$ cat config.mk
export PLATFORM = sky130hd
export DESIGN_NAME = alu_muldiv
export DESIGN_NICKNAME = d
export VERILOG_FILES = /design/src/rtl/alu_pkg.sv /design/src/rtl/alu_muldiv_step.sv /design/src/rtl/alu_muldiv.sv
export SDC_FILE = /design/constraint.sdc
export NUM_CORES = 1
export LEC_CHECK = 0
export ABC_AREA = 1
export CAP_MARGIN = 20
export CELL_PAD_IN_SITES_DETAIL_PLACEMENT = 1
export CELL_PAD_IN_SITES_GLOBAL_PLACEMENT = 1
export CORE_ASPECT_RATIO = 0.75
export CORE_MARGIN = 2
export CORE_UTILIZATION = 47
export DETAILED_ROUTE_END_ITERATION = 8
export GPL_ROUTABILITY_DRIVEN = 1
export PLACE_DENSITY = 0.95
export SETUP_SLACK_MARGIN = 0.3
export SLEW_MARGIN = 25
export SYNTH_ARGS = -nofsm -noshare
export SYNTH_HDL_FRONTEND = slang
export SYNTH_SLANG_ARGS = --single-unit
export TNS_END_PERCENT = 100
$ cat constraint.sdc
create_clock -name clk -period 6.25 [get_ports clk]
set_clock_uncertainty 0.05 [all_clocks]
set_input_delay 1.25 -clock clk [delete_from_list [all_inputs] [get_ports clk]]
set_output_delay 1.25 -clock clk [all_outputs]
set_load 0.02 [all_outputs]
$ cat src/rtl/alu_pkg.sv
// Purpose : shared encodings and constants for the iterative multiply/divide unit.
// Latency : n/a (types and constants only).
// Backpr. : n/a.
// Contents: md_op_e operation codes, md_state_e FSM states, MD_ITER loop length.
package alu_pkg;

  // One radix-2 iteration per operand bit.
  localparam int MD_ITER = 32;

  typedef enum logic [2:0] {
    MD_MUL    = 3'd0,
    MD_MULH   = 3'd1,
    MD_MULHSU = 3'd2,
    MD_MULHU  = 3'd3,
    MD_DIV    = 3'd4,
    MD_DIVU   = 3'd5,
    MD_REM    = 3'd6,
    MD_REMU   = 3'd7
  } md_op_e;

  typedef enum logic [2:0] {
    MD_IDLE = 3'd0,
    MD_PREP = 3'd1,
    MD_CALC = 3'd2,
    MD_FIX  = 3'd3,
    MD_DONE = 3'd4
  } md_state_e;

  function automatic logic md_is_div(input md_op_e op);
    return op inside {MD_DIV, MD_DIVU, MD_REM, MD_REMU};
  endfunction

endpackage

$ cat src/rtl/alu_muldiv_step.sv
// Purpose : one radix-2 iteration: shift-add multiply step or restoring-divide step.
// Latency : combinational.
// Backpr. : none; evaluated every cycle, the caller decides when to register it.
// Ports   : is_div_i selects divide; hi_i/lo_i are the accumulator halves (product
//           or remainder/quotient), opnd_i the multiplicand or divisor; hi_o/lo_o next halves.
module alu_muldiv_step #(
  parameter int WIDTH = 32
) (
  input  logic             is_div_i,
  input  logic [WIDTH-1:0] hi_i,
  input  logic [WIDTH-1:0] lo_i,
  input  logic [WIDTH-1:0] opnd_i,
  output logic [WIDTH-1:0] hi_o,
  output logic [WIDTH-1:0] lo_o
);

  logic [WIDTH:0] x;
  logic [WIDTH:0] y;
  logic [WIDTH:0] sum;
  logic           ge;

  always_comb begin
    x    = '0;
    y    = '0;
    sum  = '0;
    ge   = 1'b0;
    hi_o = hi_i;
    lo_o = lo_i;
    if (is_div_i) begin
      // Remainder shifted left with the next dividend bit; one shared adder
      // does the trial subtraction as x + ~y + 1.
      x   = {hi_i, lo_i[WIDTH-1]};
      y   = ~{1'b0, opnd_i};
      sum = x + y + (WIDTH+1)'(1);
      // The remainder is always below the divisor, so the true difference
      // fits in WIDTH bits whenever it is non-negative; bit WIDTH is the borrow.
      ge   = ~sum[WIDTH];
      hi_o = ge ? sum[WIDTH-1:0] : x[WIDTH-1:0];
      lo_o = {lo_i[WIDTH-2:0], ge};
    end else begin
      // Multiplier sits in lo and drains out of bit 0 as the product shifts in.
      x    = {1'b0, hi_i};
      y    = lo_i[0] ? {1'b0, opnd_i} : '0;
      sum  = x + y;
      hi_o = sum[WIDTH:1];
      lo_o = {sum[0], lo_i[WIDTH-1:1]};
    end
  end

endmodule

$ cat src/rtl/alu_muldiv.sv
// Purpose : iterative 32-bit multiply/divide feeding one input of the ALU result mux.
// Latency : fixed 35 cycles accept-to-ready; done pulses 34 cycles after accept.
// Backpr. : ready low while busy; start ignored when not ready; flush aborts to IDLE.
// Ports   : clk, rst_n (async active-low); start/op/a/b request, ready accept-able;
//           flush synchronous abort; done one-cycle pulse; result held until next completion.
module alu_muldiv
  import alu_pkg::*;
#(
  parameter int WIDTH = 32
) (
  input  logic             clk,
  input  logic             rst_n,
  input  logic             start,
  input  logic [2:0]       op,
  input  logic [WIDTH-1:0] a,
  input  logic [WIDTH-1:0] b,
  input  logic             flush,
  output logic             ready,
  output logic             done,
  output logic [WIDTH-1:0] result
);

  localparam int CW = $clog2(WIDTH);

  md_state_e        state_q;
  logic [CW-1:0]    cnt_q;
  md_op_e           op_q;
  logic [WIDTH-1:0] a_q;
  logic [WIDTH-1:0] b_q;
  logic [WIDTH-1:0] opnd_q;
  logic [WIDTH-1:0] hi_q;
  logic [WIDTH-1:0] lo_q;
  logic             neg_q;      // negate product / quotient
  logic             neg_rem_q;  // negate remainder (follows dividend sign)
  logic             ready_q;
  logic             done_q;
  logic [WIDTH-1:0] result_q;

  logic [WIDTH-1:0] hi_d;
  logic [WIDTH-1:0] lo_d;
  logic [WIDTH-1:0] result_d;

  logic             is_div;
  logic             sign_a;
  logic             sign_b;
  logic [WIDTH-1:0] abs_a;
  logic [WIDTH-1:0] abs_b;
  logic [2*WIDTH-1:0] prod_fix;
  logic [WIDTH-1:0] quo_fix;
  logic [WIDTH-1:0] rem_fix;

  assign is_div = md_is_div(op_q);

  // MUL only needs the low word, which is sign-agnostic, so it runs unsigned.
  assign sign_a = a_q[WIDTH-1] & (op_q inside {MD_MULH, MD_MULHSU, MD_DIV, MD_REM});
  assign sign_b = b_q[WIDTH-1] & (op_q inside {MD_MULH, MD_DIV, MD_REM});
  assign abs_a  = sign_a ? -a_q : a_q;
  assign abs_b  = sign_b ? -b_q : b_q;

  alu_muldiv_step #(.WIDTH(WIDTH)) u_step (
    .is_div_i (is_div),
    .hi_i     (hi_q),
    .lo_i     (lo_q),
    .opnd_i   (opnd_q),
    .hi_o     (hi_d),
    .lo_o     (lo_d)
  );

  // Sign fix-up and output selection. Signed overflow needs no special case:
  // |0x80000000| / 1 = 0x80000000, whose negation is itself, remainder 0.
  always_comb begin
    prod_fix = neg_q ? -{hi_q, lo_q} : {hi_q, lo_q};
    quo_fix  = neg_q ? -lo_q : lo_q;
    rem_fix  = neg_rem_q ? -hi_q : hi_q;
    result_d = '0;
    case (op_q)
      MD_MUL:                      result_d = prod_fix[WIDTH-1:0];
      MD_MULH, MD_MULHSU, MD_MULHU: result_d = prod_fix[2*WIDTH-1:WIDTH];
      MD_DIV, MD_DIVU:             result_d = (b_q == '0) ? '1  : quo_fix;
      MD_REM, MD_REMU:             result_d = (b_q == '0) ? a_q : rem_fix;
      default:                     result_d = '0;
    endcase
  end

  always_ff @(posedge clk or negedge rst_n) begin
    if (!rst_n) begin
      state_q   <= MD_IDLE;
      cnt_q     <= '0;
      op_q      <= MD_MUL;
      a_q       <= '0;
      b_q       <= '0;
      opnd_q    <= '0;
      hi_q      <= '0;
      lo_q      <= '0;
      neg_q     <= 1'b0;
      neg_rem_q <= 1'b0;
      ready_q   <= 1'b1;
      done_q    <= 1'b0;
      result_q  <= '0;
    end else if (flush) begin
      // Abort wins over everything, including a same-cycle start.
      state_q <= MD_IDLE;
      ready_q <= 1'b1;
      done_q  <= 1'b0;
    end else begin
      case (state_q)
        MD_IDLE: begin
          if (start && ready_q) begin
            op_q    <= md_op_e'(op);
            a_q     <= a;
            b_q     <= b;
            ready_q <= 1'b0;
            state_q <= MD_PREP;
          end
        end
        MD_PREP: begin
          hi_q      <= '0;
          lo_q      <= is_div ? abs_a : abs_b;
          opnd_q    <= is_div ? abs_b : abs_a;
          neg_q     <= sign_a ^ sign_b;
          neg_rem_q <= sign_a;
          cnt_q     <= '0;
          state_q   <= MD_CALC;
        end
        MD_CALC: begin
          hi_q  <= hi_d;
          lo_q  <= lo_d;
          cnt_q <= cnt_q + 1'b1;
          if (cnt_q == CW'(WIDTH - 1)) begin
            state_q <= MD_FIX;
          end
        end
        MD_FIX: begin
          result_q <= result_d;
          done_q   <= 1'b1;
          state_q  <= MD_DONE;
        end
        MD_DONE: begin
          done_q  <= 1'b0;
          ready_q <= 1'b1;
          state_q <= MD_IDLE;
        end
        default: begin
          done_q  <= 1'b0;
          ready_q <= 1'b1;
          state_q <= MD_IDLE;
        end
      endcase
    end
  end

  assign ready  = ready_q;
  assign done   = done_q;
  assign result = result_q;

endmodule

# == Yosys cells after proc, flatten, opt, wreduce, memory -nomap -nowiden ==
# Index checks and enable logic that the tools add are counted.
# classes
n_reduce_logical,19
mux,26
bitwise,6
shifts,0
n_div,0
magnitude_cmp,0
add_sub_neg,9
n_mul,0
eq_ne,15
# op_table
cell,n
32-bit 2-to-1 mux,12
32-bit negation,4
32-bit one-hot mux with 2 select lines,2
32-bit one-hot mux with 4 select lines,1
64-bit 2-to-1 mux,1
64-bit negation,1
32-bit by 33-bit adder with 33-bit output,1
"33-bit by 1-bit adder with 33-bit output, second input constant",1
33-bit adder,1
32-bit NOT with 33-bit output,1
32-bit zero test,1
"3-bit by 2-bit equality test with 1-bit output, second input constant",4
"3-bit equality test, second input constant",4
3-bit one-hot mux with 4 select lines,1
5-bit one-hot mux with 2 select lines,1
2-bit AND reduction,5
3-bit 2-to-1 mux,3
3-bit OR reduction,3
4-bit nonzero test,2
"3-bit by 1-bit equality test with 1-bit output, second input constant",2
3-bit zero test,2
"3-bit inequality test, second input constant",2
"5-bit by 1-bit adder with 5-bit output, second input constant",1
"5-bit equality test, second input constant",1
other kinds (11),18
# word_totals
output_inout_bits,34
word_cells,88
n_memories,0
regBits,207
ram_bits,0
romBits,0
latch_bits,0

# == Logic depth before layout (Yosys ltp) ==
# Gate-level depths: netlist of run 1.
# depth
ltp_word,6
depth_mapped,20
mapped_depth_nobuf,19

# == Hierarchy ==
# A second synthesis of run 1 with hierarchy kept.
# hier_totals
cells_unflattened,3606
hier_area_um2,21064.0
# by_module_without_submodules
mod,seq_area_each_um2,area_per_inst_um2,instances,cells_each
alu_muldiv,5181.2,14706.6,1,2297
alu_muldiv_step,0.0,6357.3,1,1309

# == Worst setup path after synthesis of run 1 ==
# Ideal clock, no wire load.
# synth_timing
path_type,register -> register
start,reg lo_q[0]
end,reg hi_q[19]
path_stages_with_launch,16
path_buffers,2
t_arrival_ns,2.530
slack_ns,3.552
cell_sequence,dfrtp_1 -> buf_2 -> clkbuf_1 -> nand2_1 -> inv_1 -> ha_1 -> inv_1 -> fa_1 -> o21ai_0 -> a21oi_1 -> o21ai_0 -> nand2_1 -> nand3_1 -> nand3_1 -> nand3_1 -> nand2_1
# synth_between
elab_chain_len,4
# synth_rtl
item,line_no,rtl
"start, declared",alu_muldiv.sv:32,logic [WIDTH-1:0] lo_q;
"start signal, assigned",alu_muldiv.sv:118,lo_q <= is_div ? abs_a : abs_b;
"start signal, assigned",alu_muldiv.sv:127,lo_q <= lo_d;
32-bit 2-to-1 mux,alu_muldiv_step.sv:43,"y = lo_i[0] ? {1'b0, opnd_i} : '0;"
32-bit by 33-bit adder with 33-bit output,alu_muldiv_step.sv:44,sum = x + y;
32-bit 2-to-1 mux,alu_muldiv_step.sv:29,if (is_div_i) begin
32-bit one-hot mux with 2 select lines,alu_muldiv.sv:106,case (state_q)
"end signal, assigned",alu_muldiv.sv:126,hi_q <= hi_d;
"end, declared",alu_muldiv.sv:31,logic [WIDTH-1:0] hi_q;
# No other way between the ends.
# A chain may end at the register's enable or synchronous reset.

# == Final worst setup path of run 1 ==
# layout_timing
start,in flush
end,reg lo_q[9]
# layout_between
elab_chain_len,2
# layout_rtl
item,line_no,rtl
"start, declared",alu_muldiv.sv:17,"input logic flush,"
1-bit NOT (no source line),-,
2-bit AND reduction (no source line),-,
# No other way between the ends.

==> results of run 1 <==
sequential cells by signal, indices dropped and copies added, names as in the netlist:
name	count
result	32
b_q	32
a_q	32
neg_q	1
state_q	3
cnt_q	5
ready	1
done	1
hi_q	32
op_q	3
lo_q	32
neg_rem_q	1
opnd_q	32
layer usage:
layer	global-route usage	vias up	part of all wire	wire length (um)
met5	0	-	0.000079	8
met4	0.1668	2	0.045	4596
li1	-	11330	-	-
met3	0.1366	280	0.14	14100
met2	0.6123	1659	0.39	40200
met1	0.6275	12310	0.42	42870
cells in the final DEF (no fill, tap or decap), types with 9 or more instances in the layout:
master | netlist | final
inv_1 | 452 | 449
dfrtp_1 | 206 | 203
nand3b_1 | 11 | 11
xor2_1 | 76 | 76
ha_1 | 70 | 70
nand2_1 | 1201 | 1201
nand4_1 | 41 | 41
o21ai_0 | 220 | 220
xnor2_1 | 14 | 14
o22ai_1 | 29 | 29
nand3_1 | 410 | 410
nand2_2 | 16 | 16
o21bai_1 | 13 | 13
nor3_1 | 29 | 28
inv_2 | 9 | 9
nor2_2 | 13 | 15
or2_2 | 13 | 13
clkbuf_16 | 0 | 24
o211ai_1 | 51 | 51
o21ai_1 | 11 | 11
buf_4 | 7 | 16
clkdlybuf4s50_1 | 0 | 103
nor2_1 | 349 | 346
a21oi_1 | 103 | 103
worst max-delay path: stages:
cell,delay [ns]
clkdlybuf4s50_1,0.54
nor2_2,0.06
buf_4,0.26
nor2_2,0.14
buf_4,0.45
clkinv_1,0.96
o22ai_1,0.50
o21bai_1,0.18
final cells by class:
type | count | area (um^2) | area share
Multi-Input combinational cell | 2729 | 13120 | 0.5759
Sequential cell | 207 | 5187 | 0.2278
Inverter | 462 | 1738 | 0.07631
Timing Repair Buffer | 121 | 1186 | 0.05208
Tap cell | 578 | 723.2 | 0.03175
Clock buffer | 33 | 654.4 | 0.02873
Clock inverter | 11 | 168.9 | 0.007416
stage by stage:
step | hold WS (ns) | instance area [um^2]
CTS | 0.4306 | 22770
global route | 0.4449 | 22780
floorplan | 0.4130 | 20590
global placement | 0.4112 | 21950
finish | 0.4272 | 22780
detailed placement | 0.4140 | 21950
power by group through the flow:
| stage | sequential [mW] | combinational (mW) | clock [mW] |
|---|---|---|---|
| 4_1_cts | 3.08 | 10.0 | 1.53 |
| 2_1_floorplan | 2.53 | 6.70 | 0 |
| 6_report | 3.21 | 10.5 | 1.53 |
| 3_3_place_gp | 3.05 | 9.59 | 0 |
| 3_5_place_dp | 3.08 | 9.90 | 0 |
| 5_1_grt | 3.18 | 11.3 | 1.57 |
path summary, 6_finish.rpt:
kind / slack [ns] / endpoint / cells past startpoint
setup / recovery: 2.32 / lo_q[9]$_DFFE_PN0P_ / 8
hold reg to reg: 0.43 / result[11]$_DFFE_PN0P_ / 2
hold / removal: 0.43 / result[11]$_DFFE_PN0P_ / 2
max in group asynchronous: 4.28 / result[29]$_DFFE_PN0P_ / 2
setup reg to reg: 2.44 / hi_q[21]$_DFFE_PN0P_ / 17
min in group asynchronous: 0.69 / b_q[17]$_DFFE_PN0P_ / 1
kinds of logic after synthesis:
| logic type | synth area share |
|---|---|
| buffers and inverters | 0.1123 |
| xor gates and xnor gates | 0.03827 |
| AOI/OAI and AO/OA | 0.1256 |
| DFF | 0.2516 |
| adders and majority gates | 0.04447 |
| and+or+nand+nor | 0.4278 |
==> impl_metrics.json, run 1 <==
{
  "post_drt_wl_per_cell_um": 24.58,
  "critPathLaunchType": "input pin",
  "synth-seq-cells": 207,
  "setup_ws_ns": 2.325,
  "crit_arrival_ns": 4.35,
  "core_area_um2": 43270,
  "finalHoldViolations": 0,
  "synthDistinctLibCells": 51,
  "numPortBuffers": 104,
  "critical_path_required_ns": 6.68,
  "p_switching_mw": 9.486,
  "ir_drop_mv": 0.3088,
  "worstMarginPinSlew_ns": 1.027,
  "ant_nets": 0,
  "place.gp.congestion": 1.068,
  "seq_power_share": 0.210,
  "run_status": "finished, final reports clean",
  "diodes": 0,
  "overflow": 0,
  "async_flop_share": 1.000,
  "syn_to_final_growth_pct": 10.59,
  "critPathKind": "input pin to register",
  "period_share": 0.6281,
  "yosys-top-cells-count": "nand2_1, inv_1, nand3_1, nor2_1, o21ai_0",
  "drt_wl_total_mm": 101.8,
  "cts_resized": 0,
  "syn_avg_cell_area_um2": 5.834,
  "cts.clk_slew.worst_paths_ns": 0.06,
  "grt_pass1_wl_mm": 150.7,
  "power.internal_mw": 5.760,
  "grt_max_degree": 107,
  "grt_util_all_layers": 0.4392,
  "start_util": 0.4759,
  "viasPerCell": 6.177,
  "maxSlewViolCount": 0,
  "fp.dieW_um": 245.7,
  "htreeDepth": 1,
  "hp-start": "result[11]$_DFFE_PN0P_",
  "syn_area_um2": 20590,
  "hpwl_mm": 79.70,
  "placementRows": 66,
  "dpl.cell_count": 4097,
  "clock-root-buffer": "clkbuf_16",
  "drt_first_pass_iters": 6,
  "cts_tree": "done",
  "drv_cap": 0,
  "hold_class": "register to register",
  "swShare": 0.6222,
  "critPathMaxFanout": 40,
  "total_power_mw": 15.25,
  "r2r_start": "hi_q[0]$_DFFE_PN0P_",
  "drive_above_1_share": 0.03536,
  "die_h_um": 185.3,
  "yosysMostFrequentCell": "nand2_1",
  "io_pins": 105,
  "clk_latency_ns": 0.59,
  "hold_buffers": 0,
  "cts_setup_buffers": 0,
  "dpl_worst_slack_ns": 2.044,
  "synth_edf_count": 0,
  "drcViolationCount": 0,
  "max_freq_mhz": 254.8,
  "clockBufferDepth": 3,
  "synth_fp_nets": 3673,
  "die_area_um2": 45530,
  "synth.area.top_cells": "dfrtp_1, nand2_1, nand3_1, inv_1, nor2_1",
  "setup_viol": 0,
  "cts_made_buffers": 24,
  "rsz0062_at_grt": "false",
  "first_iter_violations": 3212,
  "power_leakage_nw": 11.70,
  "synth_top_area_frac": 0.2503,
  "period_minus_slack_ns": 3.925,
  "slew_headroom": 0.3110,
  "fin_cells": 4141,
  "antenna_found_initial": 1,
  "yosysWarningCount": 0,
  "ys_seq_area_frac": 0.2516,
  "grt_pass1_vias": 24360,
  "fillers": 6136,
  "synthFlopType": "dfrtp_1",
  "syn_inst": 3530,
  "p_comb_frac": 0.689,
  "critPathLaunch": "flush",
  "cp-end-kind": "register",
  "vias": 25580,
  "synth_area_leader_cell": "dfrtp_1",
  "clockPowerShare": 0.101,
  "fin_setup_tns_ns": 0,
  "clock_sinks": 207,
  "nets": 3688,
  "power_density_nw_per_um2": 669.4,
  "utilization": 0.5263
}
Power figures use the tool's default switching activity.
==> run 2: changes to the inputs <==
Settings changed: CORE_UTILIZATION 47 to 39, PLACE_DENSITY 0.95 to 0.89.
Clock period 6.25 ns to 3.55 ns, I/O delays scaled along.
==> run 2 against run 1 <==
  * Non-clock buffer count rose by 53
  * Count of clock-buffer cells in the layout rose by 1
  * Core utilization fell by 7.4 points
  * Critical path type is now register to register
  * Critical endpoint is now hi_q[4]$_DFFE_PN0P_
  * Largest cell class unchanged
  * Largest power group unchanged
==> impl_metrics.json, run 2 (synthesis gave the netlist of run 1 again) <==
{
  "drt_wl_total_mm": 101.6,
  "cts_tree": "done",
  "grt_pass1_wl_mm": 153.0,
  "grt_max_degree": 160,
  "cts.clk_slew.worst_paths_ns": 0.07,
  "period_minus_slack_ns": 3.163,
  "ant_nets": 0,
  "cts_setup_buffers": 0,
  "start_util": 0.3969,
  "final_common_cell": "nand2_1",
  "viasPerCell": 5.877,
  "drv_cap": 0,
  "syn_to_final_growth_pct": 13.94,
  "critPathKind": "register to register",
  "power.internal_mw": 10.53,
  "maxSlewViolCount": 0,
  "clk_latency_ns": 0.57,
  "numPortBuffers": 104,
  "ir_drop_mv": 1.413,
  "clockBufferDepth": 3,
  "place.gp.congestion": 1.041,
  "p_switching_mw": 16.50,
  "total_power_mw": 27.03,
  "slowest_delay_ns": 0.53,
  "crit_path_frequent_cell": "nand2_1",
  "overflow": 0,
  "run_status": "finished, final reports clean",
  "power_density_nw_per_um2": 1152,
  "crit_chain": "nand2_1, inv_1, ha_1, nand2_1, o21ai_0, inv_1, o21ai_1, nor2_1, o21ai_0, nand3_1, nand2_1",
  "antenna_found_initial": 2,
  "clock-root-buffer": "clkbuf_16",
  "finalHoldViolations": 0,
  "utilization": 0.4522,
  "hold_class": "input pin to asynchronous set/reset pin",
  "die_h_um": 203.0,
  "drive_above_1_share": 0.04950,
  "post_drt_wl_per_cell_um": 23.51,
  "grt_pass1_vias": 24550,
  "htreeDepth": 1,
  "critPathMaxFanout": 5,
  "rsz0062_at_grt": "true",
  "cts_made_buffers": 24,
  "final_cell_mix": "nand2_1, inv_1, nand3_1",
  "first_iter_violations": 3439,
  "max_freq_mhz": 316.1,
  "swShare": 0.6103,
  "critPathSlowestCell": "o21ai_0",
  "drcViolationCount": 0,
  "power_leakage_nw": 12.03,
  "slew_headroom": 0.5076,
  "worstMarginPinSlew_ns": 0.7385,
  "core_area_um2": 51890,
  "fp.dieW_um": 269.3,
  "die_area_um2": 54680,
  "critPathTopFamily": "compound AO/OA/AOI/OAI gates",
  "drt_first_pass_iters": 6,
  "seq_power_share": 0.191,
  "hold_buffers": 0,
  "clockPowerShare": 0.102,
  "setup_viol": 0,
  "path_buf_inv": 2,
  "nets": 3741,
  "grt_util_all_layers": 0.3651,
  "vias": 25390,
  "crit_arrival_ns": 3.61,
  "critical_path_required_ns": 4.00,
  "hpwl_mm": 81.16,
  "placementRows": 72,
  "critPathLaunchType": "register",
  "period_share": 0.8911,
  "io_pins": 105,
  "cp-end-kind": "register",
  "p_comb_frac": 0.707,
  "fin_setup_tns_ns": 0,
  "clock_sinks": 207
}
==> run 2: cell count changes in the layout (fill, tap and decap cells not counted), moves of 2 or more <==
cell | before | now
o21ai_0 | 220 | 218
nand2_2 | 16 | 14
clkbuf_1 | 7 | 5
o21ai_1 | 11 | 13
buf_4 | 16 | 62
clkbuf_8 | 2 | 5
buf_12 | 1 | 8
inv_1 | 449 | 451
==> run 2: path summary, 6_finish.rpt <==
check | end | startpoint | cells after the start | slack, ns
max | hi_q[4]$_DFFE_PN0P_ | opnd_q[2]$_DFFE_PN0P_ | 11 | 0.39
min | hi_q[28]$_DFFE_PN0P_ | rst_n | 1 | 0.05
max reg2reg | hi_q[4]$_DFFE_PN0P_ | opnd_q[2]$_DFFE_PN0P_ | 11 | 0.39
min reg2reg | result[24]$_DFFE_PN0P_ | result[24]$_DFFE_PN0P_ | 2 | 0.43
max in group asynchronous | op_q[2]$_DFFE_PN0P_ | rst_n | 2 | 2.44
min in group clk | result[24]$_DFFE_PN0P_ | result[24]$_DFFE_PN0P_ | 2 | 0.43
==> run 2: per-stage QoR <==
stage,area (um^2),setup WS [ns],hold slack (ns),instances
after floorplan,20590,0.8523,0.3644,3530
after global placement,22590,0.4359,0.4115,4275
after detailed placement,22590,0.4085,0.4165,4275
after CTS,23440,0.3914,0.1057,4319
after global routing,23460,0.2756,0.1097,4319
final,23470,0.3867,0.05186,4320
==> run 2: worst reg2reg max path: stages, from the launching register on <==
cell and delay (ns):
dfrtp_1 0.41, nand2_1 0.15, inv_1 0.07, ha_1 0.38, nand2_1 0.14, o21ai_0 0.52, inv_1 0.20, o21ai_1 0.34
nor2_1 0.07, o21ai_0 0.53, nand3_1 0.15, nand2_1 0.09
==> run 2: timing repair <==
| action | in CTS | in global routing |
|---|---|---|
| resized for setup | 0 | 5 |
| endpoints found under the hold margin | 0 | 0 |
| setup endpoints to repair | 0 | 32 |
==> run 2: power by group through the flow <==
stage | sequential, mW | combinational [mW] | clock [mW]
detailed placement | 5.00 | 18.2 | 0
global route | 5.17 | 20.7 | 2.83
finish | 5.17 | 19.1 | 2.74
CTS | 4.97 | 18.4 | 2.74
global placement | 4.95 | 17.7 | 0
floorplan | 4.45 | 11.8 | 0
==> run 2: area by class of cell <==
type,count,area [um^2]
diodes,1,2.502
clock inverters,10,167.7
multi-input cells,2729,13130
fillers,7253,28420
repair buffers,174,1672
flip-flops and latches,207,5186
clock buffers,34,688.2
well taps,703,879.6
inverters,462,1738
==> run 2: layer usage <==
metal / vias to the layer above / part of all wire / GRT usage
met5: - / 0.00029 / 0
met4: 4 / 0.033 / 0.1008
met3: 206 / 0.14 / 0.1321
met2: 1434 / 0.38 / 0.4991
met1: 12310 / 0.44 / 0.5317
li1: 11440 / - / -
